--- src/rtl/interleaver_stream.sv ---
// interleaver_stream: streaming 802.11a two-permutation bit interleaver/deinterleaver with ping-pong symbol banks
module interleaver_stream #(
    parameter int N_SD  = 48,
    parameter int N_COL = 16
) (
    input  logic       clk,
    input  logic       reset,
    input  logic [1:0] mod_sel,
    input  logic       deint,
    input  logic       in_bit,
    input  logic       in_valid,
    output logic       in_ready,
    output logic       out_bit,
    output logic       out_valid,
    input  logic       out_ready,
    output logic       out_last
);
    localparam int NCBPS_MAX = 6 * N_SD;
    localparam int AW = $clog2(NCBPS_MAX);
    localparam int CW = (N_COL > 1) ? $clog2(N_COL) : 1;
    localparam logic [AW-1:0] ONE = AW'(1);

    function automatic int nbpsc_f(input logic [1:0] m);
        return (m == 2'd0) ? 1 : (m == 2'd1) ? 2 : (m == 2'd2) ? 4 : 6;
    endfunction

    function automatic logic [AW-1:0] ncbps_f(input logic [1:0] m);
        return AW'(N_SD * nbpsc_f(m));
    endfunction

    function automatic logic [AW-1:0] nrows_f(input logic [1:0] m);
        return AW'((N_SD / N_COL) * nbpsc_f(m));
    endfunction

    function automatic logic [1:0] s_f(input logic [1:0] m);
        return (m == 2'd3) ? 2'd3 : (m == 2'd2) ? 2'd2 : 2'd1;
    endfunction

    function automatic logic [1:0] inc_mod(input logic [1:0] v, input logic [1:0] s);
        return (v + 2'd1 == s) ? 2'd0 : v + 2'd1;
    endfunction

    // write-side counters: n is the symbol index; col/row/iacc walk the interleave
    // row/column grid (iacc = first-permutation index i); p/q walk the deinterleave grid
    // (p = j mod rows, q = j div rows); the *_r registers hold residues modulo s
    logic [AW-1:0] n_q, n_d, row_q, row_d, iacc_q, iacc_d, p_q, p_d;
    logic [CW-1:0] col_q, col_d, q_q, q_d;
    logic [1:0]    rr_q, rr_d, cr_q, cr_d, jr_q, jr_d, qr_q, qr_d;
    logic [1:0]    wmod_q, wmod_d;
    logic          wdei_q, wdei_d;
    logic          wr_bank_q, wr_bank_d, rd_bank_q, rd_bank_d;
    logic [1:0]    full_q, full_d;
    logic [AW-1:0] rd_cnt_q, rd_cnt_d;
    logic [1:0][1:0] bmod_q;
    logic [NCBPS_MAX-1:0] mem_q [2];

    logic          first, dei_e, wr_fire, wr_last, rd_fire;
    logic [1:0]    mod_e, s_e, t_il, t_dl;
    logic [2:0]    sum_dl;
    logic [AW-1:0] nrows_e, addr_il, pi_dl, addr_dl, waddr, rd_ncbps;

    // the first bit of a symbol uses the live mode inputs, later bits the captured ones
    assign first   = (n_q == '0);
    assign mod_e   = first ? mod_sel : wmod_q;
    assign dei_e   = first ? deint : wdei_q;
    assign s_e     = s_f(mod_e);
    assign nrows_e = nrows_f(mod_e);
    assign in_ready = ~full_q[wr_bank_q];
    assign wr_fire = in_valid & in_ready;
    assign wr_last = (n_q == ncbps_f(mod_e) - ONE);

    // interleave: rows are multiples of s, so i mod s is constant along a column
    // sweep and equals row mod s; the second-permutation shift reduces to (rr - col) mod s
    assign t_il    = (rr_q >= cr_q) ? rr_q - cr_q : rr_q + s_e - cr_q;
    assign addr_il = iacc_q - AW'(rr_q) + AW'(t_il);

    // deinterleave: i stays in the same s-group as j, so i div rows == q and
    // k = N_COL*(i mod rows) + q with i mod rows = p - (j mod s) + ((j + q) mod s)
    assign sum_dl  = {1'b0, jr_q} + {1'b0, qr_q};
    assign t_dl    = (sum_dl >= {1'b0, s_e}) ? 2'(sum_dl - {1'b0, s_e}) : 2'(sum_dl);
    assign pi_dl   = p_q - AW'(jr_q) + AW'(t_dl);
    assign addr_dl = pi_dl * AW'(N_COL) + AW'(q_q);
    assign waddr   = dei_e ? addr_dl : addr_il;

    assign rd_ncbps  = ncbps_f(bmod_q[rd_bank_q]);
    assign out_valid = full_q[rd_bank_q];
    assign out_last  = out_valid & (rd_cnt_q == rd_ncbps - ONE);
    assign out_bit   = out_valid & mem_q[rd_bank_q][rd_cnt_q];
    assign rd_fire   = out_valid & out_ready;

    // advance the write-address counters on every accepted bit, clearing at symbol end
    always_comb begin
        n_d = n_q;
        row_d = row_q;
        iacc_d = iacc_q;
        p_d = p_q;
        col_d = col_q;
        q_d = q_q;
        rr_d = rr_q;
        cr_d = cr_q;
        jr_d = jr_q;
        qr_d = qr_q;
        wmod_d = wmod_q;
        wdei_d = wdei_q;
        if (wr_fire) begin
            wmod_d = mod_e;
            wdei_d = dei_e;
            if (wr_last) begin
                n_d = '0;
                row_d = '0;
                iacc_d = '0;
                p_d = '0;
                col_d = '0;
                q_d = '0;
                rr_d = '0;
                cr_d = '0;
                jr_d = '0;
                qr_d = '0;
            end else begin
                n_d = n_q + ONE;
                jr_d = inc_mod(jr_q, s_e);
                if (p_q == nrows_e - ONE) begin
                    p_d = '0;
                    q_d = q_q + CW'(1);
                    qr_d = inc_mod(qr_q, s_e);
                end else begin
                    p_d = p_q + ONE;
                end
                if (col_q == CW'(N_COL - 1)) begin
                    col_d = '0;
                    row_d = row_q + ONE;
                    iacc_d = row_q + ONE;
                    rr_d = inc_mod(rr_q, s_e);
                    cr_d = '0;
                end else begin
                    col_d = col_q + CW'(1);
                    iacc_d = iacc_q + nrows_e;
                    cr_d = inc_mod(cr_q, s_e);
                end
            end
        end
    end

    // ping-pong bookkeeping: fill flags, bank pointers and the sequential read address
    always_comb begin
        full_d = full_q;
        if (wr_fire && wr_last) full_d[wr_bank_q] = 1'b1;
        if (rd_fire && out_last) full_d[rd_bank_q] = 1'b0;
        wr_bank_d = wr_bank_q ^ (wr_fire & wr_last);
        rd_bank_d = rd_bank_q ^ (rd_fire & out_last);
        rd_cnt_d = rd_fire ? (out_last ? '0 : rd_cnt_q + ONE) : rd_cnt_q;
    end

    // control state with synchronous reset
    always_ff @(posedge clk) begin
        if (reset) begin
            n_q <= '0;
            row_q <= '0;
            iacc_q <= '0;
            p_q <= '0;
            col_q <= '0;
            q_q <= '0;
            rr_q <= '0;
            cr_q <= '0;
            jr_q <= '0;
            qr_q <= '0;
            wmod_q <= '0;
            wdei_q <= 1'b0;
            wr_bank_q <= 1'b0;
            rd_bank_q <= 1'b0;
            full_q <= '0;
            rd_cnt_q <= '0;
            bmod_q <= '0;
        end else begin
            n_q <= n_d;
            row_q <= row_d;
            iacc_q <= iacc_d;
            p_q <= p_d;
            col_q <= col_d;
            q_q <= q_d;
            rr_q <= rr_d;
            cr_q <= cr_d;
            jr_q <= jr_d;
            qr_q <= qr_d;
            wmod_q <= wmod_d;
            wdei_q <= wdei_d;
            wr_bank_q <= wr_bank_d;
            rd_bank_q <= rd_bank_d;
            full_q <= full_d;
            rd_cnt_q <= rd_cnt_d;
            if (wr_fire && first) bmod_q[wr_bank_q] <= mod_sel;
        end
    end

    // symbol storage is never cleared; only the fill flags qualify its contents
    always_ff @(posedge clk) begin
        if (wr_fire) mem_q[wr_bank_q][waddr] <= in_bit;
    end
endmodule

--- config.mk ---
export PLATFORM = sky130hd
export DESIGN_NAME = interleaver_stream
export DESIGN_NICKNAME = d
export VERILOG_FILES = /design/src/rtl/interleaver_stream.sv
export SDC_FILE = /design/constraint.sdc
export NUM_CORES = 1
export LEC_CHECK = 0
export ABC_AREA = 1
export BUFFER_PORTS_ARGS = -buffer_cell sky130_fd_sc_hd__buf_2
export CAP_MARGIN = 20
export CORE_AREA = 10 10 249 251
export DETAILED_ROUTE_END_ITERATION = 6
export DIE_AREA = 0 0 259 261
export HOLD_SLACK_MARGIN = 0.12
export PLACE_DENSITY = 0.76
export SLEW_MARGIN = 20
export SYNTH_ARGS = -nofsm -noshare
export SYNTH_HDL_FRONTEND = slang
export SYNTH_SLANG_ARGS = --single-unit
--- constraint.sdc ---
create_clock -name clk -period 5.5 [get_ports clk]
set_input_delay 0.825 -clock clk [delete_from_list [all_inputs] [get_ports clk]]
set_output_delay 0.825 -clock clk [all_outputs]
set_load 0.01 [all_outputs]
==> Flow_metrics.wiki <==
{| class="wikitable"
! Metric !! Value
|-
| Part of the power in combinational logic || 23.5%
|-
| Seq/Total Area, Yosys || 57.26%
|-
| Clock period minus final worst setup slack || 5.323 ns
|-
| Leading register cell type out of synthesis || sky130_fd_sc_hd__edfxtp_1
|-
| Cts hold-fix bufs || 0
|-
| Maximum clock rate || 0.1879 GHz
|-
| Headroom to the max-slew limit || 20.01%
|-
| Top library cells by usage in the layout, fill and taps aside || 629 x sky130_fd_sc_hd__nand2_1, 576 x sky130_fd_sc_hd__edfxtp_1, 490 x sky130_fd_sc_hd__nor2_1
|-
| Avg Inst Size Synth || 9.326 um2
|-
| H-tree depth reported by CTS || 3
|-
| Final wirelength || 81.85 mm
|-
| Cell type with the highest occurrence count on the critical path || sky130_fd_sc_hd__inv_2
|-
| Global-route wire length before repair || 126.4 mm
|-
| Total grt overflow || 0
|-
| Number of max-slew violations in the final report || 0
|-
| Reg-to-Reg Start || n_q[1]
|-
| Peak ir drop on the vdd network || 0.0002795 V
|-
| Internal portion of total power || 9016 uW
|-
| Area Overhead vs Synth || 11.29%
|-
| Via count of the first global-routing pass || 24031
|-
| GRT Resource Usage Total || 23.29%
|-
| Wirelength per Cell || 19.41 um
|-
| Dpl ws || -0.01855 ns
|-
| Pleak || 0.01253 uW
|-
| WS Path Type || flop to flop
|-
| R2R cell count || 31
|-
| Run status || complete, no violations
|-
| Final Setup Violations || 0
|-
| Worst EP arrival || 5.65 ns
|-
| TritonCTS clock tree || done
|-
| Most common library cell in the layout ignoring fill and taps || sky130_fd_sc_hd__nand2_1
|-
| Net switching fraction of the power || 30.64%
|-
| Total nets after synthesis || 3567
|-
| Crit path largest cell delay || 0.60 ns
|-
| I/O pin count || 12
|-
| Clock network fraction of total power || 34.8%
|-
| Asr flop ratio synth || 0%
|-
| Antenna viol nets, final || 0
|-
| Final-layout worst hold slack || 0.4681 ns
|-
| Switching power || 3983 uW
|-
| Count of unique library cells instantiated by Yosys || 54
|-
| Register bit count reported by yosys || 648
|-
| Share of the cycle needed by the critical path after routing || 96.78%
|-
| Flop2flop setup slack || 0.18 ns
|-
| Synthesized netlist cell count || 3509
|-
| Pin count of the biggest net entering global routing || 196
|-
| Clock Skews || 0.02355 ns
|-
| Clock-pin slew of the registers on the worst-case setup and hold paths || 0.06 ns
|-
| Detailed-route via count || 25179
|-
| Height of the die || 261 um
|-
| Element type at the critical path end || flop
|-
| Die Wd || 259 um
|-
| Clock Path Buffers || 3
|-
| Main area contributors after synthesis || sky130_fd_sc_hd__edfxtp_1 53%, sky130_fd_sc_hd__nand2_1 7.2%, sky130_fd_sc_hd__nand3_1 7.0%, sky130_fd_sc_hd__nor2_1 5.9%, sky130_fd_sc_hd__dfxtp_1 4.4%
|-
| First-iteration detailed-routing DRC count || 3122
|-
| Kind of start point of the critical path || flop
|-
| Placed instance area || 33620 um2
|-
| WHS Path Cells || 1
|-
| Data required, critical path || 5.82 ns
|-
| Max Fanout on Critical Path || 8
|-
| Power density relative to cell area || 356.9 nW/um2
|-
| Number of synthesis warnings || 0
|-
| Antenna violations before repair || 0
|-
| Yosys top cell by area || sky130_fd_sc_hd__edfxtp_1
|-
| Number of enable-type register cells in the synthesized netlist || 576
|-
| DP Wirelength || 43.01 mm
|-
| Smallest setup slack after layout || 0.1770 ns
|-
| Clock net sink count || 648
|-
| Post-DR vias/cell || 5.969
|-
| Detailed-route DRC error count || 0
|-
| Share of power burned in registers || 41.7%
|-
| Max-Cap Viols || 0
|-
| Worst-Skew Late Latency || 0.61 ns
|-
| Initial core utilization || 57.27%
|-
| Proportion of layout cells with a drive suffix above 1 || 13.35%
|-
| Nets || 3460
|-
| Area fraction of the dominant cell type after synthesis || 52.85%
|-
| Count of final hold-check violations || 0
|-
| Standard-cell row count || 88
|-
| Final RePlAce weighted congestion || 0.8966
|-
| Initial DRT Pass Iterations || 6
|-
| Cell with the biggest individual delay on the critical path || sky130_fd_sc_hd__fa_1
|-
| Die Outline Area || 67600 um2
|-
| Final antenna diode count || 0
|-
| Final instance area || 36420 um2
|-
| Transition time of the tightest slew-check pin || 1.200 ns
|-
| Area of the placeable core || 57140 um2
|-
| Endpoint of the worst hold-timing path || bmod_q[3]
|-
| Synthesized cell area || 32730 um2
|-
| Class of the tightest hold or removal check || flop to flop
|-
| Port bufs || 11
|-
| Hold path startpoint || bmod_q[3]
|-
| Number of buffers inserted during clock tree synthesis || 68
|-
| CTS Root Cell || sky130_fd_sc_hd__clkbuf_16
|-
| Destination of the worst register-to-register timing path || mem_q[1][78]
|}
## layer usage
metal  routed length (um)  track usage, %  vias to the layer above
met5                    0               0                        -
met4                 2268           9.002                        0
met3                 8311           4.043                      172
met2                39740           39.71                     1200
met1                31530           29.31                    11919
li1                     -               -                    11888
## logic make-up (layout without fill, tap and decap cells)
group,after synthesis,after routing,synth area share [%]
flops,648,648,57.26
buf+inv,459,403,5.655
compound gates,322,322,5.796
simple gates,1991,1991,28.17
mux,1,1,0.03059
fa+ha+maj,50,50,2.072
xor+xnor,38,38,1.017
## layout make-up
cell class | count | area, um2
timing repair buffer | 107 | 1394
sequential | 648 | 18760
fill | 4401 | 20720
multi-input combinational | 2402 | 12450
clock buffer | 87 | 1888
inverter | 175 | 681.9
tap | 765 | 957.2
clock inverter | 34 | 294.0
## per-stage QoR
step / util [%] / cells / setup TNS, ns / total power, uW
after floorplan: - / 3509 / 0 / 7085
after global placement: 58.83 / 4082 / 0 / 7985
after detailed placement: 58.83 / 4082 / -0.05635 / 8012
after CTS: 62.67 / 4203 / 0 / 12490
after global routing: 63.73 / 4218 / -3.420 / 13450
final: 63.73 / 4218 / 0 / 13000
## power groups by stage
stage                     registers [uW]  logic (uW)  clock network [uW]
final                               5420        3050                4530
after global routing                5420        3250                4780
after CTS                           5420        2500                4570
after detailed placement            5520        2490                   0
after global placement              5520        2460                   0
after floorplan                     5520        1570                   0
## worst max-delay path: cells and delay by family, from the launching register on
kind,cells,cell delay [ns]
fa+ha+maj,6,1.72
simple gates,13,1.72
buf+inv,6,0.58
compound gates,4,0.42
flops,1,0.35
xor+xnor,2,0.24
## worst max-delay path by stage
stage                     startpoint            end  slack (ns)  cells past startpoint
after detailed placement  mod_sel[1]  mem_q[0][188]       -0.02                     27
after floorplan               n_q[0]  mem_q[1][230]        0.07                     30
after global placement    mod_sel[1]  mem_q[1][191]        0.05                     27
after global routing          n_q[0]   mem_q[1][78]       -0.08                     31
after CTS                     n_q[1]   mem_q[0][15]        0.03                     30
final                         n_q[1]   mem_q[1][78]        0.18                     31
## timing repair
| item | CTS | global route |
|---|---|---|
| gates cloned | 0 | 11 |
| buffers inserted | 0 | 5 |
| resized for setup | 3 | 87 |
| pin swaps | 0 | 20 |
| endpoints found under the setup margin | 36 | 576 |
| endpoints found under the hold margin | 0 | 0 |
## Yosys cell counts, types with 4 or more instances
master and count:
sky130_fd_sc_hd__inv_1 136, sky130_fd_sc_hd__nor2_4 21, sky130_fd_sc_hd__buf_2 63, sky130_fd_sc_hd__xor2_1 23, sky130_fd_sc_hd__nor2_1 513, sky130_fd_sc_hd__ha_1 43
sky130_fd_sc_hd__nor3_1 240, sky130_fd_sc_hd__buf_4 11, sky130_fd_sc_hd__a211oi_1 7, sky130_fd_sc_hd__buf_1 29, sky130_fd_sc_hd__a21oi_1 58, sky130_fd_sc_hd__o22ai_1 7
sky130_fd_sc_hd__o21ai_2 6, sky130_fd_sc_hd__inv_2 37, sky130_fd_sc_hd__dfxtp_1 72, sky130_fd_sc_hd__o21ai_0 165, sky130_fd_sc_hd__nor3_2 94, sky130_fd_sc_hd__nor4_1 4
sky130_fd_sc_hd__edfxtp_1 576, sky130_fd_sc_hd__clkbuf_1 180, sky130_fd_sc_hd__nand2_1 631, sky130_fd_sc_hd__nand3_1 458, sky130_fd_sc_hd__fa_1 7, sky130_fd_sc_hd__o211ai_1 41
sky130_fd_sc_hd__xnor2_1 15, sky130_fd_sc_hd__o221ai_1 20, sky130_fd_sc_hd__nor3b_1 4, sky130_fd_sc_hd__or2_2 6
## registers in the layout (all words and copies together) (netlist names)
register,cells
wmod_q,2
wdei_q,1
p_q,9
cr_q,2
mem_q,576
rr_q,2
jr_q,2
n_q,9
rd_cnt_q,9
full_q,2
qr_q,2
row_q,9
q_q,4
wr_bank_q,1
bmod_q,4
col_q,4
rd_bank_q,1
iacc_q,9
Power figures use the tool's default switching activity.
